===== src/rtl/fixed_dwn_thermometer_pipe_if.sv =====
// Bundle of the feature stream, encoded output stream and threshold config port
// of the thermometer encoder. The master side drives features and config; the
// slave side is the encoder.
interface fixed_dwn_thermometer_pipe_if #(
  parameter int unsigned NUM_FEATURES   = 4,
  parameter int unsigned FEATURE_WIDTH  = 8,
  parameter int unsigned NUM_THRESHOLDS = 8,
  parameter int unsigned ADDR_WIDTH     = (NUM_FEATURES * NUM_THRESHOLDS > 1) ?
                                          $clog2(NUM_FEATURES * NUM_THRESHOLDS) : 1
);

  logic [NUM_FEATURES*FEATURE_WIDTH-1:0]  data_in_0;
  logic                                   data_in_0_valid;
  logic                                   data_in_0_ready;
  logic [NUM_FEATURES*NUM_THRESHOLDS-1:0] data_out_0;
  logic                                   data_out_0_valid;
  logic                                   data_out_0_ready;
  logic                                   cfg_valid;
  logic                                   cfg_ready;
  logic [ADDR_WIDTH-1:0]                  cfg_addr;
  logic [FEATURE_WIDTH-1:0]               cfg_data;
  logic                                   cfg_err;

  modport master (
    output data_in_0, data_in_0_valid, data_out_0_ready, cfg_valid, cfg_addr, cfg_data,
    input  data_in_0_ready, data_out_0, data_out_0_valid, cfg_ready, cfg_err
  );

  modport slave (
    input  data_in_0, data_in_0_valid, data_out_0_ready, cfg_valid, cfg_addr, cfg_data,
    output data_in_0_ready, data_out_0, data_out_0_valid, cfg_ready, cfg_err
  );

endinterface


===== src/rtl/fixed_dwn_thermometer_pipe.sv =====
// Two-stage pipelined thermometer encoder for the DWN input layer. Each feature is
// compared against NUM_THRESHOLDS runtime-programmable thresholds; one output bit
// per (feature, threshold) pair. Thresholds may only be rewritten while the
// pipeline is empty, so every beat sees a consistent threshold set.
module fixed_dwn_thermometer_pipe #(
  parameter int unsigned NUM_FEATURES   = 4,
  parameter int unsigned FEATURE_WIDTH  = 8,
  parameter int unsigned NUM_THRESHOLDS = 8,
  parameter bit          SIGNED         = 1'b0,
  parameter logic [NUM_FEATURES*NUM_THRESHOLDS*FEATURE_WIDTH-1:0] INIT_THRESHOLDS = '0,
  parameter int unsigned ADDR_WIDTH     = (NUM_FEATURES * NUM_THRESHOLDS > 1) ?
                                          $clog2(NUM_FEATURES * NUM_THRESHOLDS) : 1
) (
  input logic                          clk,
  input logic                          rst_n,
  fixed_dwn_thermometer_pipe_if.slave  bus
);

  localparam int unsigned NumEntries = NUM_FEATURES * NUM_THRESHOLDS;
  localparam int unsigned InWidth    = NUM_FEATURES * FEATURE_WIDTH;

  logic [FEATURE_WIDTH-1:0] thresholds [NumEntries];

  logic                  s1_valid;
  logic [InWidth-1:0]    s1_data;
  logic                  out_valid;
  logic [NumEntries-1:0] out_data;
  logic [NumEntries-1:0] cmp;
  logic                  cfg_err;

  logic adv2;
  logic cfg_ready;
  logic cfg_fire;
  logic in_ready;
  logic in_fire;
  logic addr_ok;

  assign adv2      = !out_valid || bus.data_out_0_ready;
  assign cfg_ready = !s1_valid && !out_valid;
  assign cfg_fire  = bus.cfg_valid && cfg_ready;
  // A config write takes priority over a data beat in the same cycle.
  assign in_ready  = (!s1_valid || adv2) && !cfg_fire;
  assign in_fire   = bus.data_in_0_valid && in_ready;
  assign addr_ok   = 32'(bus.cfg_addr) < NumEntries;

  assign bus.data_in_0_ready  = in_ready;
  assign bus.cfg_ready        = cfg_ready;
  assign bus.cfg_err          = cfg_err;
  assign bus.data_out_0       = out_data;
  assign bus.data_out_0_valid = out_valid;

  // Threshold registers: reset image, overwritten by in-range config writes.
  always_ff @(posedge clk or negedge rst_n) begin
    if (!rst_n) begin
      for (int unsigned i = 0; i < NumEntries; i++) begin
        thresholds[i] <= INIT_THRESHOLDS[i*FEATURE_WIDTH +: FEATURE_WIDTH];
      end
    end else if (cfg_fire && addr_ok) begin
      for (int unsigned i = 0; i < NumEntries; i++) begin
        if (32'(bus.cfg_addr) == i) begin
          thresholds[i] <= bus.cfg_data;
        end
      end
    end
  end

  // Sticky error for writes that address a non-existent threshold.
  always_ff @(posedge clk or negedge rst_n) begin
    if (!rst_n) begin
      cfg_err <= 1'b0;
    end else if (cfg_fire && !addr_ok) begin
      cfg_err <= 1'b1;
    end
  end

  // Stage 1: capture raw features; empties when its beat moves to stage 2.
  always_ff @(posedge clk or negedge rst_n) begin
    if (!rst_n) begin
      s1_valid <= 1'b0;
      s1_data  <= '0;
    end else if (in_fire) begin
      s1_valid <= 1'b1;
      s1_data  <= bus.data_in_0;
    end else if (adv2) begin
      s1_valid <= 1'b0;
    end
  end

  // Compare every stage-1 feature against its thresholds; equality counts as set.
  always_comb begin
    cmp = '0;
    for (int unsigned f = 0; f < NUM_FEATURES; f++) begin
      for (int unsigned t = 0; t < NUM_THRESHOLDS; t++) begin
        if (SIGNED) begin
          cmp[f*NUM_THRESHOLDS+t] =
            $signed(s1_data[f*FEATURE_WIDTH +: FEATURE_WIDTH]) >=
            $signed(thresholds[f*NUM_THRESHOLDS+t]);
        end else begin
          cmp[f*NUM_THRESHOLDS+t] =
            s1_data[f*FEATURE_WIDTH +: FEATURE_WIDTH] >= thresholds[f*NUM_THRESHOLDS+t];
        end
      end
    end
  end

  // Stage 2: registered compare results, held stable while the consumer stalls.
  always_ff @(posedge clk or negedge rst_n) begin
    if (!rst_n) begin
      out_valid <= 1'b0;
      out_data  <= '0;
    end else if (adv2) begin
      out_valid <= s1_valid;
      if (s1_valid) begin
        out_data <= cmp;
      end
    end
  end

endmodule

===== src/flat_wrapper.sv =====
// flat-port wrapper written by rule: the top's interface ports become plain ports
module fixed_dwn_thermometer_pipe_flat 
#(
  parameter int unsigned NUM_FEATURES   = 4,
  parameter int unsigned FEATURE_WIDTH  = 8,
  parameter int unsigned NUM_THRESHOLDS = 8,
  parameter bit          SIGNED         = 1'b0,
  parameter logic [NUM_FEATURES*NUM_THRESHOLDS*FEATURE_WIDTH-1:0] INIT_THRESHOLDS = '0,
  parameter int unsigned ADDR_WIDTH     = (NUM_FEATURES * NUM_THRESHOLDS > 1) ?
                                          $clog2(NUM_FEATURES * NUM_THRESHOLDS) : 1
)
  (clk, rst_n, bus_data_in_0, bus_data_in_0_valid, bus_data_out_0_ready, bus_cfg_valid, bus_cfg_addr, bus_cfg_data, bus_data_in_0_ready, bus_data_out_0, bus_data_out_0_valid, bus_cfg_ready, bus_cfg_err);
  fixed_dwn_thermometer_pipe_if #(.NUM_FEATURES(NUM_FEATURES), .FEATURE_WIDTH(FEATURE_WIDTH), .NUM_THRESHOLDS(NUM_THRESHOLDS), .ADDR_WIDTH(ADDR_WIDTH)) bus_i ();
  input logic clk;
  input logic rst_n;
  input wire logic [$bits(bus_i.data_in_0)-1:0] bus_data_in_0;
  input wire logic [$bits(bus_i.data_in_0_valid)-1:0] bus_data_in_0_valid;
  input wire logic [$bits(bus_i.data_out_0_ready)-1:0] bus_data_out_0_ready;
  input wire logic [$bits(bus_i.cfg_valid)-1:0] bus_cfg_valid;
  input wire logic [$bits(bus_i.cfg_addr)-1:0] bus_cfg_addr;
  input wire logic [$bits(bus_i.cfg_data)-1:0] bus_cfg_data;
  output wire logic [$bits(bus_i.data_in_0_ready)-1:0] bus_data_in_0_ready;
  output wire logic [$bits(bus_i.data_out_0)-1:0] bus_data_out_0;
  output wire logic [$bits(bus_i.data_out_0_valid)-1:0] bus_data_out_0_valid;
  output wire logic [$bits(bus_i.cfg_ready)-1:0] bus_cfg_ready;
  output wire logic [$bits(bus_i.cfg_err)-1:0] bus_cfg_err;
  assign bus_i.data_in_0 = bus_data_in_0;
  assign bus_i.data_in_0_valid = bus_data_in_0_valid;
  assign bus_i.data_out_0_ready = bus_data_out_0_ready;
  assign bus_i.cfg_valid = bus_cfg_valid;
  assign bus_i.cfg_addr = bus_cfg_addr;
  assign bus_i.cfg_data = bus_cfg_data;
  assign bus_data_in_0_ready = bus_i.data_in_0_ready;
  assign bus_data_out_0 = bus_i.data_out_0;
  assign bus_data_out_0_valid = bus_i.data_out_0_valid;
  assign bus_cfg_ready = bus_i.cfg_ready;
  assign bus_cfg_err = bus_i.cfg_err;
  fixed_dwn_thermometer_pipe #(.NUM_FEATURES(NUM_FEATURES), .FEATURE_WIDTH(FEATURE_WIDTH), .NUM_THRESHOLDS(NUM_THRESHOLDS), .SIGNED(SIGNED), .INIT_THRESHOLDS(INIT_THRESHOLDS), .ADDR_WIDTH(ADDR_WIDTH)) u_core (.clk(clk), .rst_n(rst_n), .bus(bus_i));
endmodule

===== config.mk =====
export PLATFORM = sky130hd
export DESIGN_NAME = fixed_dwn_thermometer_pipe_flat
export DESIGN_NICKNAME = d
export VERILOG_FILES = /design/src/rtl/fixed_dwn_thermometer_pipe_if.sv /design/src/rtl/fixed_dwn_thermometer_pipe.sv /design/src/flat_wrapper.sv
export SDC_FILE = /design/constraint.sdc
export NUM_CORES = 1
export LEC_CHECK = 0
export ABC_AREA = 1
export BUFFER_PORTS_ARGS = -buffer_cell sky130_fd_sc_hd__buf_2
export CAP_MARGIN = 5
export CORE_MARGIN = 2
export CORE_UTILIZATION = 55
export DETAILED_ROUTE_END_ITERATION = 16
export PLACE_DENSITY = 0.81
export SLEW_MARGIN = 5
export SYNTH_ARGS = -nofsm -noshare
export SYNTH_HDL_FRONTEND = slang
export SYNTH_SLANG_ARGS = --single-unit

===== constraint.sdc =====
create_clock -name clk -period 3.9 [get_ports clk]
set_input_delay 0.585 -clock clk [delete_from_list [all_inputs] [get_ports clk]]
set_output_delay 0.585 -clock clk [all_outputs]
set_load 0.02 [all_outputs]

==> PnR_summary.wiki <==
{| class="wikitable"
! Metric !! Value
|-
| Result of the run || finished, final reports clean
|-
| Worst Setup Start Kind || flip-flop
|-
| Number of pins with negative max-slew slack in the final report || 0
|-
| Number of sinks on the clock net || 322
|-
| Pin count of the biggest net entering global routing || 115
|-
| Nets || 2581
|-
| Most common cell in the netlist || sky130_fd_sc_hd__nand2_1
|-
| Area of the core region || 32700 sq um
|-
| Ratio of final minimum period to clock period || 61.6%
|-
| Maximum Capacitance Violations || 0
|-
| Multi-input combinational cell area || 8690 sq um
|-
| # Post-CTS Setup Buffers || 0
|-
| DRC violation total after the first TritonRoute iteration || 1176
|-
| Final hold slack || 110 ps
|-
| Post-synth cell types || 19
|-
| Total wire length || 47000 um
|-
| Max frequency || 0.416 GHz
|-
| Port Buffer Count || 84
|-
| Flops & latches, synth || 322
|-
| Initial antenna violation count || 6
|-
| Area leader, netlist || sky130_fd_sc_hd__dfrtp_1
|-
| Total power divided by cell area || 601 nW/um^2
|-
| Top Usage Layer GRT || met2
|-
| Global placement routability congestion || 0.875
|-
| Average detailed-routed wire length per instance || 17.1 um
|-
| Vias in the first global route || 15100
|-
| CP required || 3310 ps
|-
| Largest fanout on the critical path || 13
|-
| Post-Syn Area || 18400 sq um
|-
| Clock tree from TritonCTS || done
|-
| Final worst path period need || 2400 ps
|-
| Antenna violation net count after detailed routing || 0
|-
| Fraction of final layout cells sized beyond drive strength 1 || 7.44%
|-
| Number of warnings printed during yosys synthesis || 0
|-
| Clock-pin slew on the worst setup and hold paths || 60 ps
|-
| Hold Fails Final Rpt || 0
|-
| # setup viols final || 0
|-
| Overall Power || 0.0122 W
|-
| Most instantiated flip-flop cell in the synthesis netlist || sky130_fd_sc_hd__dfrtp_1
|-
| Worst Skew || 15.0 ps
|-
| Post-Synthesis Cells || 2214
|-
| Clock power frac || 27.4%
|-
| Post-cts repair resize count || 0
|-
| Commonest cells post-synth || sky130_fd_sc_hd__nand2_1, sky130_fd_sc_hd__inv_1, sky130_fd_sc_hd__dfrtp_1
|-
| Die outline height || 187 um
|-
| Clock latency reported for the late side of the worst-skew pair || 530 ps
|-
| CTS root buffer || sky130_fd_sc_hd__clkbuf_16
|-
| Global routing met3 resource utilization || 4.76%
|-
| Type of the worst min-delay path || input port to asynchronous set/reset pin
|-
| Switching power summed over all nets || 0.00448 W
|-
| Total CTS buffers || 36
|-
| Routing usage on met1 || 36.1%
|-
| Number of filler instances in the final layout || 2740
|-
| Total routing usage reported by global routing || 27.4%
|-
| Critical path endpoint category || output pin
|-
| Area of all sequential standard cells || 8060 sq um
|-
| Async set or reset register ratio after synthesis || 100%
|-
| Worst slew pin tran || 1050 ps
|-
| Maximum level of the CTS H-tree || 2
|-
| Tightest slew margin relative to the limit || 29.6%
|-
| Beginning of the worst register-to-register path || u_core.bus.data_out_0_valid
|-
| Biggest area contributors in the synthesized netlist || sky130_fd_sc_hd__dfrtp_1, sky130_fd_sc_hd__ha_1, sky130_fd_sc_hd__nand2_1
|-
| First-pass DRT Iterations || 5
|-
| Vias after detailed routing || 15000
|-
| Full die area || 34900 sq um
|-
| Per-cell via count in the routed design || 5.48
|-
| WS Path Type || flip-flop to output pin
|-
| Combinational cell fraction of total power || 32.9%
|-
| Total internal power || 0.00773 W
|-
| Number of enable flip-flop cells after synthesis || 0
|-
| Total global routing overflow || 0
|-
| Syn avg cell area || 8.30 sq um
|-
| VDD IR-drop max || 0.372 mV
|-
| Switching share of power || 36.7%
|-
| Detailed placer's ending HPWL || 30500 um
|-
| Syn Nets || 2520
|-
| Sequential Power Share || 39.7%
|-
| RSZ-0062 raised after global routing || no
|-
| Sequential share of the synthesized area || 43.9%
|-
| Share of the synthesized area in the top cell type || 43.9%
|-
| Static power due to leakage || 10.7 nW
|-
| Signed area change from the synthesized netlist to the final layout || 10.5%
|-
| Initial cell density of the core || 56.2%
|-
| Crit path DAT || 1820 ps
|-
| Met2 usage || 44.6%
|-
| Register-to-register setup slack || 1790 ps
|-
| Critical path launch point || u_core.bus.data_out_0_valid
|-
| Global-route wire length before repair || 76100 um
|-
| Residual DRC count || 0
|-
| Post-cts hold buffer count || 0
|-
| Setup TNS || 0 ps
|-
| I/O pin count || 86
|-
| Maximum buffer depth of the clock tree || 3
|-
| Number of placement rows || 66
|-
| Die Wd || 187 um
|}
[cell families (layout without fill, tap and decap cells)]
| family | Yosys count | in the layout | share of synthesized area, % |
|---|---|---|---|
| other | 1 | 3 | 0.0204 |
| DFF | 322 | 322 | 43.9 |
| and+or+nand+nor | 830 | 830 | 18.8 |
| buffers and inverters | 417 | 502 | 8.85 |
| adders and majority gates | 256 | 256 | 17.4 |
| AOI/OAI and AO/OA | 388 | 388 | 11.0 |
[power by group through the flow]
stage / Sequential, W / Clock (W) / Combinational (W)
after CTS: 0.00483 / 0.00338 / 0.00402
after floorplan: 0.00481 / 0 / 0.00269
after detailed placement: 0.00488 / 0 / 0.00395
after global routing: 0.00493 / 0.00351 / 0.00470
after global placement: 0.00486 / 0 / 0.00364
final: 0.00485 / 0.00334 / 0.00401
[area by class of cell]
type,instances,share of cell area [%]
tap,442,2.72
sequential,322,39.7
inverter,345,6.39
clock buffer,55,5.38
clock inverter,7,0.296
multi-input combinational,1475,42.8
timing repair buffer,95,2.71
antenna,2,0.0246
[per-stage QoR]
step / util, % / instances / worst slack, ps / instance area [sq um]
6_report: 62.1 / 2743 / 1500 / 20300
5_1_grt: 62.1 / 2742 / 1430 / 20300
4_1_cts: 62.1 / 2741 / 1490 / 20300
3_5_place_dp: 58.6 / 2679 / 1610 / 19200
3_3_place_gp: 58.6 / 2679 / 1680 / 19200
2_1_floorplan: - / 2214 / 2040 / 18400
[metal layers]
metal  vias to the layer above  routed length (um)
li1                       7166                   -
met1                      7228               19800
met2                       488               21700
met3                       135                3410
met4                         4                1970
met5                         -                  25
[cells in the final DEF (no fill, tap or decap)]
cell type                   count
sky130_fd_sc_hd__ha_1         256
sky130_fd_sc_hd__bufinv_16      1
sky130_fd_sc_hd__a21oi_1      119
sky130_fd_sc_hd__inv_2          1
sky130_fd_sc_hd__nor2_4        19
sky130_fd_sc_hd__clkinv_2       6
sky130_fd_sc_hd__nand3b_1      31
sky130_fd_sc_hd__buf_8          1
sky130_fd_sc_hd__clkbuf_8      10
sky130_fd_sc_hd__diode_2        2
sky130_fd_sc_hd__inv_1        343
sky130_fd_sc_hd__a21o_1        32
sky130_fd_sc_hd__clkbuf_1       8
sky130_fd_sc_hd__buf_12         3
sky130_fd_sc_hd__conb_1         1
sky130_fd_sc_hd__nand3_1       35
sky130_fd_sc_hd__dfrtp_1      322
sky130_fd_sc_hd__buf_2         83
sky130_fd_sc_hd__buf_4          8
sky130_fd_sc_hd__o21ai_0      237
sky130_fd_sc_hd__nand2_2        1
sky130_fd_sc_hd__nand2_1      613
sky130_fd_sc_hd__nor2_1        97
sky130_fd_sc_hd__clkbuf_16     37
sky130_fd_sc_hd__inv_4          1
sky130_fd_sc_hd__nor3_1        34
[sequential cells by signal (all words and copies together) (netlist names)]
register / count
u_core.s1_valid: 1
u_core.bus.data_out_0_valid: 1
u_core.thresholds: 256
u_core.bus.data_out_0: 32
u_core.s1_data: 32
[final timing paths]
path | end | depth (start not counted)
max | bus_data_in_0_ready | 5
min | u_core.bus.data_out_0[8] | 1
max reg2reg | u_core.s1_data[0] | 8
min reg2reg | u_core.thresholds[242] | 2
max in group asynchronous | u_core.thresholds[140] | 2
min in group clk | u_core.s1_data[9] | 3
[worst max-delay path: stages, from the launching register on]
cell	delay, ps
sky130_fd_sc_hd__dfrtp_1	440
sky130_fd_sc_hd__nor2_4	70
sky130_fd_sc_hd__nand2_2	150
sky130_fd_sc_hd__nand2_1	80
sky130_fd_sc_hd__inv_1	320
sky130_fd_sc_hd__buf_2	250
Power figures use the tool's default switching activity.
